$ cat src/rtl/rx_mgr_pkg.sv
// rtl/rx_mgr_pkg.sv - shared defaults, check FSM state type and modular difference helper
package rx_mgr_pkg;

    localparam int NCH_DEF         = 16;
    localparam int CW_DEF          = 16;
    localparam int MAX_BACKLOG_DEF = 8;

    typedef enum logic {
        IDLE,
        LOCKED
    } chk_state_t;

    // Difference a - b kept to the low cw bits, so counters may wrap freely (cw <= 32).
    function automatic logic [31:0] mod_diff(input logic [31:0] a, input logic [31:0] b, input int cw);
        logic [31:0] mask;
        mask = (32'h1 << cw) - 32'h1;
        return (a - b) & mask;
    endfunction

endpackage

$ cat src/rtl/rx_chan_counter.sv
// rtl/rx_chan_counter.sv - per-channel event counter with pending difference, backlog overflow and negative flag
module rx_chan_counter
    import rx_mgr_pkg::*;
#(
    parameter int CW          = CW_DEF,
    parameter int MAX_BACKLOG = MAX_BACKLOG_DEF
) (
    input  logic          clk,
    input  logic          reset,
    input  logic          din,
    input  logic          en,
    input  logic [CW-1:0] evt_tx_q,
    output logic [CW-1:0] count,
    output logic [CW-1:0] pending,
    output logic          ovf,
    output logic          neg
);

    logic [CW-1:0] count_q, count_d;
    logic          ovf_q, ovf_d;
    logic          hit;

    always_comb begin
        hit     = din & en;
        pending = CW'(mod_diff(32'(count_q), 32'(evt_tx_q), CW));
        count_d = hit ? count_q + CW'(1) : count_q;
        // The event is still counted on overflow; only the flag records the excess backlog.
        ovf_d   = ovf_q | (hit & ~pending[CW-1] & (pending >= CW'(MAX_BACKLOG)));
        neg     = en & pending[CW-1];
    end

    always_ff @(posedge clk) begin
        if (reset) begin
            count_q <= '0;
            ovf_q   <= 1'b0;
        end else begin
            count_q <= count_d;
            ovf_q   <= ovf_d;
        end
    end

    assign count = count_q;
    assign ovf   = ovf_q;

endmodule

$ cat src/rtl/rx_event_tracker.sv
// rtl/rx_event_tracker.sv - per-channel receive event tracker feeding need_read/need_check to tx_manager
module rx_event_tracker
    import rx_mgr_pkg::*;
#(
    parameter int NCH         = NCH_DEF,
    parameter int CW          = CW_DEF,
    parameter int MAX_BACKLOG = MAX_BACKLOG_DEF
) (
    input  logic              clk,
    input  logic              reset,
    input  logic [NCH-1:0]    din,
    input  logic [NCH-1:0]    ch_en,
    input  logic [CW-1:0]     evt_tx,
    output logic [NCH*CW-1:0] evt_rx,
    output logic              need_read,
    output logic              need_check,
    output logic [CW-1:0]     pend_min,
    output logic [NCH-1:0]    ovf,
    output logic              tx_err
);

    logic [CW-1:0]  evt_tx_q, evt_tx_d;
    logic [CW-1:0]  evt_tx_prev_q, evt_tx_prev_d;
    logic           need_read_q, need_read_d;
    logic [CW-1:0]  pend_min_q, pend_min_d;
    logic           tx_err_q, tx_err_d;
    chk_state_t     state_q;
    logic           need_check_q;

    logic [CW-1:0]  pend [NCH];
    logic [NCH-1:0] neg;
    logic [CW-1:0]  tx_step;
    logic           all_ready;
    logic [CW-1:0]  min_v;

    for (genvar i = 0; i < NCH; i++) begin : g_chan
        rx_chan_counter #(
            .CW          (CW),
            .MAX_BACKLOG (MAX_BACKLOG)
        ) u_chan (
            .clk      (clk),
            .reset    (reset),
            .din      (din[i]),
            .en       (ch_en[i]),
            .evt_tx_q (evt_tx_q),
            .count    (evt_rx[i*CW +: CW]),
            .pending  (pend[i]),
            .ovf      (ovf[i]),
            .neg      (neg[i])
        );
    end

    always_comb begin
        all_ready = 1'b1;
        min_v     = '1;
        for (int i = 0; i < NCH; i++) begin
            if (ch_en[i]) begin
                if ((pend[i] == '0) || pend[i][CW-1]) begin
                    all_ready = 1'b0;
                end
                if (pend[i] < min_v) begin
                    min_v = pend[i];
                end
            end
        end
        need_read_d   = (|ch_en) & all_ready;
        pend_min_d    = (|ch_en) ? min_v : '0;
        evt_tx_d      = evt_tx;
        evt_tx_prev_d = evt_tx_q;
        tx_step       = CW'(mod_diff(32'(evt_tx_q), 32'(evt_tx_prev_q), CW));
        // A read is legal only as a single step taken while a readable event was advertised.
        tx_err_d      = tx_err_q | (|neg) | (tx_step > CW'(1))
                      | ((tx_step == CW'(1)) & ~need_read_q);
    end

    always_ff @(posedge clk) begin
        if (reset) begin
            evt_tx_q      <= '0;
            evt_tx_prev_q <= '0;
            need_read_q   <= 1'b0;
            pend_min_q    <= '0;
            tx_err_q      <= 1'b0;
        end else begin
            evt_tx_q      <= evt_tx_d;
            evt_tx_prev_q <= evt_tx_prev_d;
            need_read_q   <= need_read_d;
            pend_min_q    <= pend_min_d;
            tx_err_q      <= tx_err_d;
        end
    end

    always_ff @(posedge clk) begin
        if (reset) begin
            state_q      <= IDLE;
            need_check_q <= 1'b0;
        end else begin
            need_check_q <= 1'b0;
            case (state_q)
                IDLE: begin
                    if (need_read_d) begin
                        need_check_q <= 1'b1;
                        state_q      <= LOCKED;
                    end
                end
                LOCKED: begin
                    if (!need_read_d) begin
                        state_q <= IDLE;
                    end else if (tx_step == CW'(1)) begin
                        need_check_q <= 1'b1;
                    end
                end
                default: state_q <= IDLE;
            endcase
        end
    end

    assign need_read  = need_read_q;
    assign need_check = need_check_q;
    assign pend_min   = pend_min_q;
    assign tx_err     = tx_err_q;

endmodule

$ cat config.mk
export PLATFORM = sky130hd
export DESIGN_NAME = rx_event_tracker
export DESIGN_NICKNAME = d
export VERILOG_FILES = /design/src/rtl/rx_mgr_pkg.sv /design/src/rtl/rx_chan_counter.sv /design/src/rtl/rx_event_tracker.sv
export SDC_FILE = /design/constraint.sdc
export NUM_CORES = 2
export LEC_CHECK = 0
export CORE_MARGIN = 1.5
export CORE_UTILIZATION = 45
export CTS_CLUSTER_DIAMETER = 40
export DETAILED_ROUTE_END_ITERATION = 8
export GPL_TIMING_DRIVEN = 0
export PLACE_DENSITY_LB_ADDON = 0.1
export SLEW_MARGIN = 20
export SYNTH_ARGS = -nofsm -noshare
export SYNTH_HDL_FRONTEND = slang
export SYNTH_SLANG_ARGS = --single-unit
$ cat constraint.sdc
create_clock -name clk -period 102.3 [get_ports clk]
set_clock_uncertainty 0.2 [all_clocks]
set_input_delay 20.46 -clock clk [delete_from_list [all_inputs] [get_ports clk]]
set_output_delay 20.46 -clock clk [all_outputs]
set_load 0.01 [all_outputs]
# Word-level counts from Yosys, hierarchy flattened
# Index checks and enable logic that the tools add are counted.
[word_totals]
word_cells = 313
ff_bits = 324
out_inout_bits = 291
[classes]
bitwise = 104
magnitude_cmp = 33
eq_ne = 1
n_reduce_logical = 35
muxes = 68
addsub = 33
[ops]
columns = ["operator", "count"]
rows = [
  ["$mux 16", 32],
  ["$sub 16x16->16", 17],
  ["$add 16x1->16 const B", 16],
  ["$ge 16x4->1 const B", 16],
  ["$logic_not 16->1", 16],
  ["$lt 16x16->1", 15],
  ["$and 1x1->1", 66],
  ["$mux 1", 35],
  ["$reduce_or 16->1", 2],
  ["$not 1->1", 19],
  ["$or 1x1->1", 19],
  ["$eq 16x1->1 const B", 1],
  ["$gt 16x1->1 const B", 1],
  ["$logic_or 1x1->1", 16],
  ["$lt 16x16->1 const B", 1],
  ["$pmux 1 s2", 1],
  ["$reduce_or 2->1", 1],
]

# Logic depth before layout (Yosys ltp)
[depth]
word_depth = 49
mapped_depth = 226
mapped_depth_nobuf = 204

# Cells and area by module
# Synthesis repeated with hierarchy kept, for this count alone.
[unflattened]
hier_cells = 4865
hier_area_um2 = 37061.8
[modules_own_cells]
columns = ["mod", "area_each_um2", "n_inst", "cells_each"]
rows = [
  ["rx_chan_counter", 1540.2, 16, 199],
  ["rx_event_tracker", 12418.2, 1, 1681],
]

# Worst setup path after synthesis
# OpenSTA, ideal clock, no wires.
[synth_timing]
path_type = "input -> register"
startpoint = "in ch_en[0]"
endpoint = "reg pend_min_q[10] (netlist: pend_min[10])"
setup_ps = 72
n_path_buf = 26
arrival_ps = 55061
slack_ps = 46967
cell_stages = 199
required_ps = 102028
cell_sequence = "clkbuf_1 > inv_1 > nor2_1 > ha_1 > nand4_1 > nor3_1 > nand2_1 > o211ai_2 > buf_2 > clkbuf_1 > nor2_1 > a21o_1 > ha_1 > o211ai_1 > nor2_1 > a221oi_1 > a221oi_1 > mux2i_1 > [163 not listed] > nor2_1 > nor2_1 > a31oi_1 > clkbuf_1 > a211oi_1 > nor2_1 > ha_1 > a21o_1 > a21o_1 > a21oi_1 > nor2b_1 > o21ai_0 > nand2b_1 > a31oi_1 > nand3_1 > o21ai_4 > buf_6 > mux2i_1"
[synth_between]
elab_chain_len = 46
[synth_rtl]
columns = ["element", "line_no", "source"]
rows = [
  ["from (decl)", "rx_event_tracker.sv:12", "input logic [NCH-1:0] ch_en,"],
  ["$mux 16", "rx_event_tracker.sv:57", "if (ch_en[i]) begin"],
  ["$lt 16x16->1", "rx_event_tracker.sv:61", "if (pend[i] < min_v) begin"],
  ["$mux 16", "rx_event_tracker.sv:61", ""],
  ["$mux 16", "rx_event_tracker.sv:57", ""],
  ["$lt 16x16->1", "rx_event_tracker.sv:61", ""],
  ["$mux 16", "rx_event_tracker.sv:61", ""],
  ["$mux 16", "rx_event_tracker.sv:57", ""],
  ["$lt 16x16->1", "rx_event_tracker.sv:61", ""],
  ["[30 not listed]", "-", ""],
  ["$mux 16", "rx_event_tracker.sv:61", ""],
  ["$mux 16", "rx_event_tracker.sv:57", ""],
  ["$lt 16x16->1", "rx_event_tracker.sv:61", ""],
  ["$mux 16", "rx_event_tracker.sv:61", ""],
  ["$mux 16", "rx_event_tracker.sv:57", ""],
  ["$lt 16x16->1", "rx_event_tracker.sv:61", ""],
  ["$mux 16", "rx_event_tracker.sv:61", ""],
  ["$mux 16", "rx_event_tracker.sv:57", ""],
  ["to (signal assigned)", "rx_event_tracker.sv:87", "pend_min_q <= pend_min_d;"],
  ["to (decl)", "rx_event_tracker.sv:25", "logic [CW-1:0] pend_min_q, pend_min_d;"],
]
# Parallel ways exist; a longest one is shown, timed or not.
# A chain may end at the register's enable or synchronous reset.

# Worst setup path in the final report
[layout_timing]
startpoint = "in ch_en[0]"
endpoint = "reg pend_min_q[7] (netlist: pend_min[7])"
# The elaborated chain is that of the path after synthesis.

==> metrics.cfg <==
[clock_network]
ctsHoldBuffers=0
cts_max_level=3
cts_root_buf=clkbuf_16
clk_path_buf_depth=3
cts.sink_count=323
numCtsBuffers=69
insertion_delay_ns=0.61
clk_pin_slew_ns=0.05
cts_setup_buffers=0
cts_tree=built
cts_resized=0

[critical_path]
critPathArrivalTime_ns=64.65
crit_path_frequent_cell=a21o_1
crit_fanout=10
path_buf_inv=32
critical-path-top-delay-family=compound AO/OA/AOI/OAI gates
critPathLaunchType=input pin
critical-path-max-stage-delay_ns=0.79
cp_slowest_cell=a2111oi_1
criticalPathCategory=in -> reg
cp-end-kind=flip-flop
cp.required_ns=102.60

[global_route]
grt.overflow.total=0
grt_antenna_before_repair=5
grt_usage_pct=29.4
grt_pass1_vias=29130
grt_pass1_wl_um=169000
grt_max_degree=29

[synth]
synth_area_um2=32400
syn_area_per_cell_um2=7.89
synth.distinct_cells=95
synth-async-reset-ratio_pct=0
ys_seq_area_share_pct=19.9
synth_top_family_by_area=compound AO/OA/AOI/OAI gates
synth_edf_count=0
synthXorXnorAreaFrac_pct=12.5
synth_compound_area_share_pct=20.3
synth_ff_type=dfxtp_1
syn_nets=4650
ys_ff_latch=323
synth_cells=4111
yosys_warnings=0
synth-simple-area-share_pct=19.5
synthAdderAreaFrac_pct=19.3
synthMuxAreaShare_pct=3.47

[layout]
nFillCells=6870
final_common_cell=ha_1
fin_nets=5074
mostFrequentLayoutCells=ha_1, nor2_1, clkdlybuf4s50_1
area_delta_synth_final_pct=22.9
multiInputGateArea_um2=24300
layout-drive-gt1-share_pct=5.67
ff_latch_area_um2=6470

[sta]
finalHoldViolations=0
worst_pin_slew_ns=1.15
fmax_ghz=0.0155
relSlewSlack_pct=23.7
setup_viol=0
fin_crit_ns=64.34
grt_setup_unrepaired=false
tns_ns=0
fin_crit_sh_pct=62.9
drv_slew=0

[floorplanning]
die_area_um2=73700
initial_utilization_pct=45.4
die_y_um=271
core_area_um2=71400
num_rows=98
top_level_ports=341
chipWidth_um=271

[placed_design]
hpwl_um=87800
portBuffers=339
gp_congestion=0.958

[routing]
wirelength_um=111000
drc=0
firstDrtPassIters=6
drt_iter0_drc=1964
postRouteAntennaNets=0
post_drt_wl_per_cell_um=20.0
via_per_inst=5.60
vias=31047

[min_path]
hp-class=reg -> reg

[run_status]
status=complete, no violations

[flow_run]
max_cap_viol_count=0

[tightest hold or removal path, delay by kind of cell, from the launching register on]
family | cells | cell delay, ns
simple gates | 1 | 0.07
flops | 1 | 0.32
compound gates | 1 | 0.04
[sequential cells by signal, summed over array words and instances (netlist names)]
signal / cells
evt_tx_prev_q: 16
tx_err: 1
need_read: 1
evt_tx_prev_d: 16
pend_min: 16
g_chan.u_chan.count: 256
g_chan.u_chan.ovf: 16
need_check: 1
[routing by layer]
metal  share of wire (%)  up-vias  wire [um]  track usage (%)
li1                    -    15539          -                -
met1                  45    14501      50000             38.7
met2                  46      835      50700             48.7
met3                 5.7      172       6370             4.17
met4                 3.5        0       3910             11.0
met5                   0        -          0                0
[Yosys cell counts, drive strengths merged (9+ instances only)]
cell type	count	area, um^2
ha	472	5910
nor2	438	1650
a21oi	329	1650
dfxtp	323	6470
inv	287	1080
nand2	272	1020
xor2	257	2260
xnor2	205	1800
o21ai	193	981
a21o	130	976
o21bai	128	961
nand3	119	596
clkbuf	91	342
nand4	89	557
and3	78	488
mux2i	72	721
nor2b	53	332
or3	47	294
o21a	44	330
nor3	39	200
or4	37	282
mux2	35	405
nor4	32	200
buf	31	198
nand2b	28	183
and2	26	163
a211oi	24	195
a31oi	24	171
o211ai	23	188
fa	17	340
and4	16	140
or2	16	100
a221oi	11	120
o31ai	11	87.6
a211o	9	78.8
[per-stage QoR]
| stage | area (um^2) | utilization, % | worst slack [ns] | std cells | hold WS (ns) |
|---|---|---|---|---|---|
| after global routing | 39800 | 55.8 | 34.14 | 5539 | 0.297 |
| after floorplan | 32400 | - | 46.97 | 4111 | 0.238 |
| after CTS | 39800 | 55.8 | 38.75 | 5539 | 0.272 |
| after global placement | 37000 | 51.9 | 38.04 | 5400 | 0.248 |
| final | 39900 | 55.9 | 37.96 | 5543 | 0.273 |
| after detailed placement | 37300 | 52.3 | 38.28 | 5414 | 0.262 |
[logic make-up (layout without fill, tap and decap cells)]
group | Yosys count | after routing
and+or+nand+nor | 1306 | 1306
AOI/OAI and AO/OA | 1014 | 1014
adders and majority gates | 490 | 490
xor gates and xnor gates | 462 | 462
buffers and inverters | 409 | 887
DFF | 323 | 323
muxes | 107 | 107
other | 0 | 4
[cell type report]
cell class,count,area share (%)
Inverter,287,2.71
Buffer,122,1.36
Clock inverter,44,1.57
Antenna cell,4,0.0251
Clock buffer,81,4.73
Tap cell,950,2.98
Multi-Input combinational cell,3379,61.1
Timing Repair Buffer,353,9.31
Sequential cell,323,16.2
[worst paths after layout]
| check | startpoint | to | slack (ns) | depth (start not counted) |
|---|---|---|---|---|
| max reg2reg | evt_tx_prev_d[0] | pend_min[7] | 54.87 | 214 |
| min | g_chan[15].u_chan.ovf | g_chan[15].u_chan.ovf | 0.27 | 2 |
| max | ch_en[0] | pend_min[7] | 37.96 | 198 |
| min reg2reg | g_chan[15].u_chan.ovf | g_chan[15].u_chan.ovf | 0.27 | 2 |
Power is left out: the tool's default activity adds up to more than one toggle a clock period on the data nets, which glitch-free logic cannot reach.
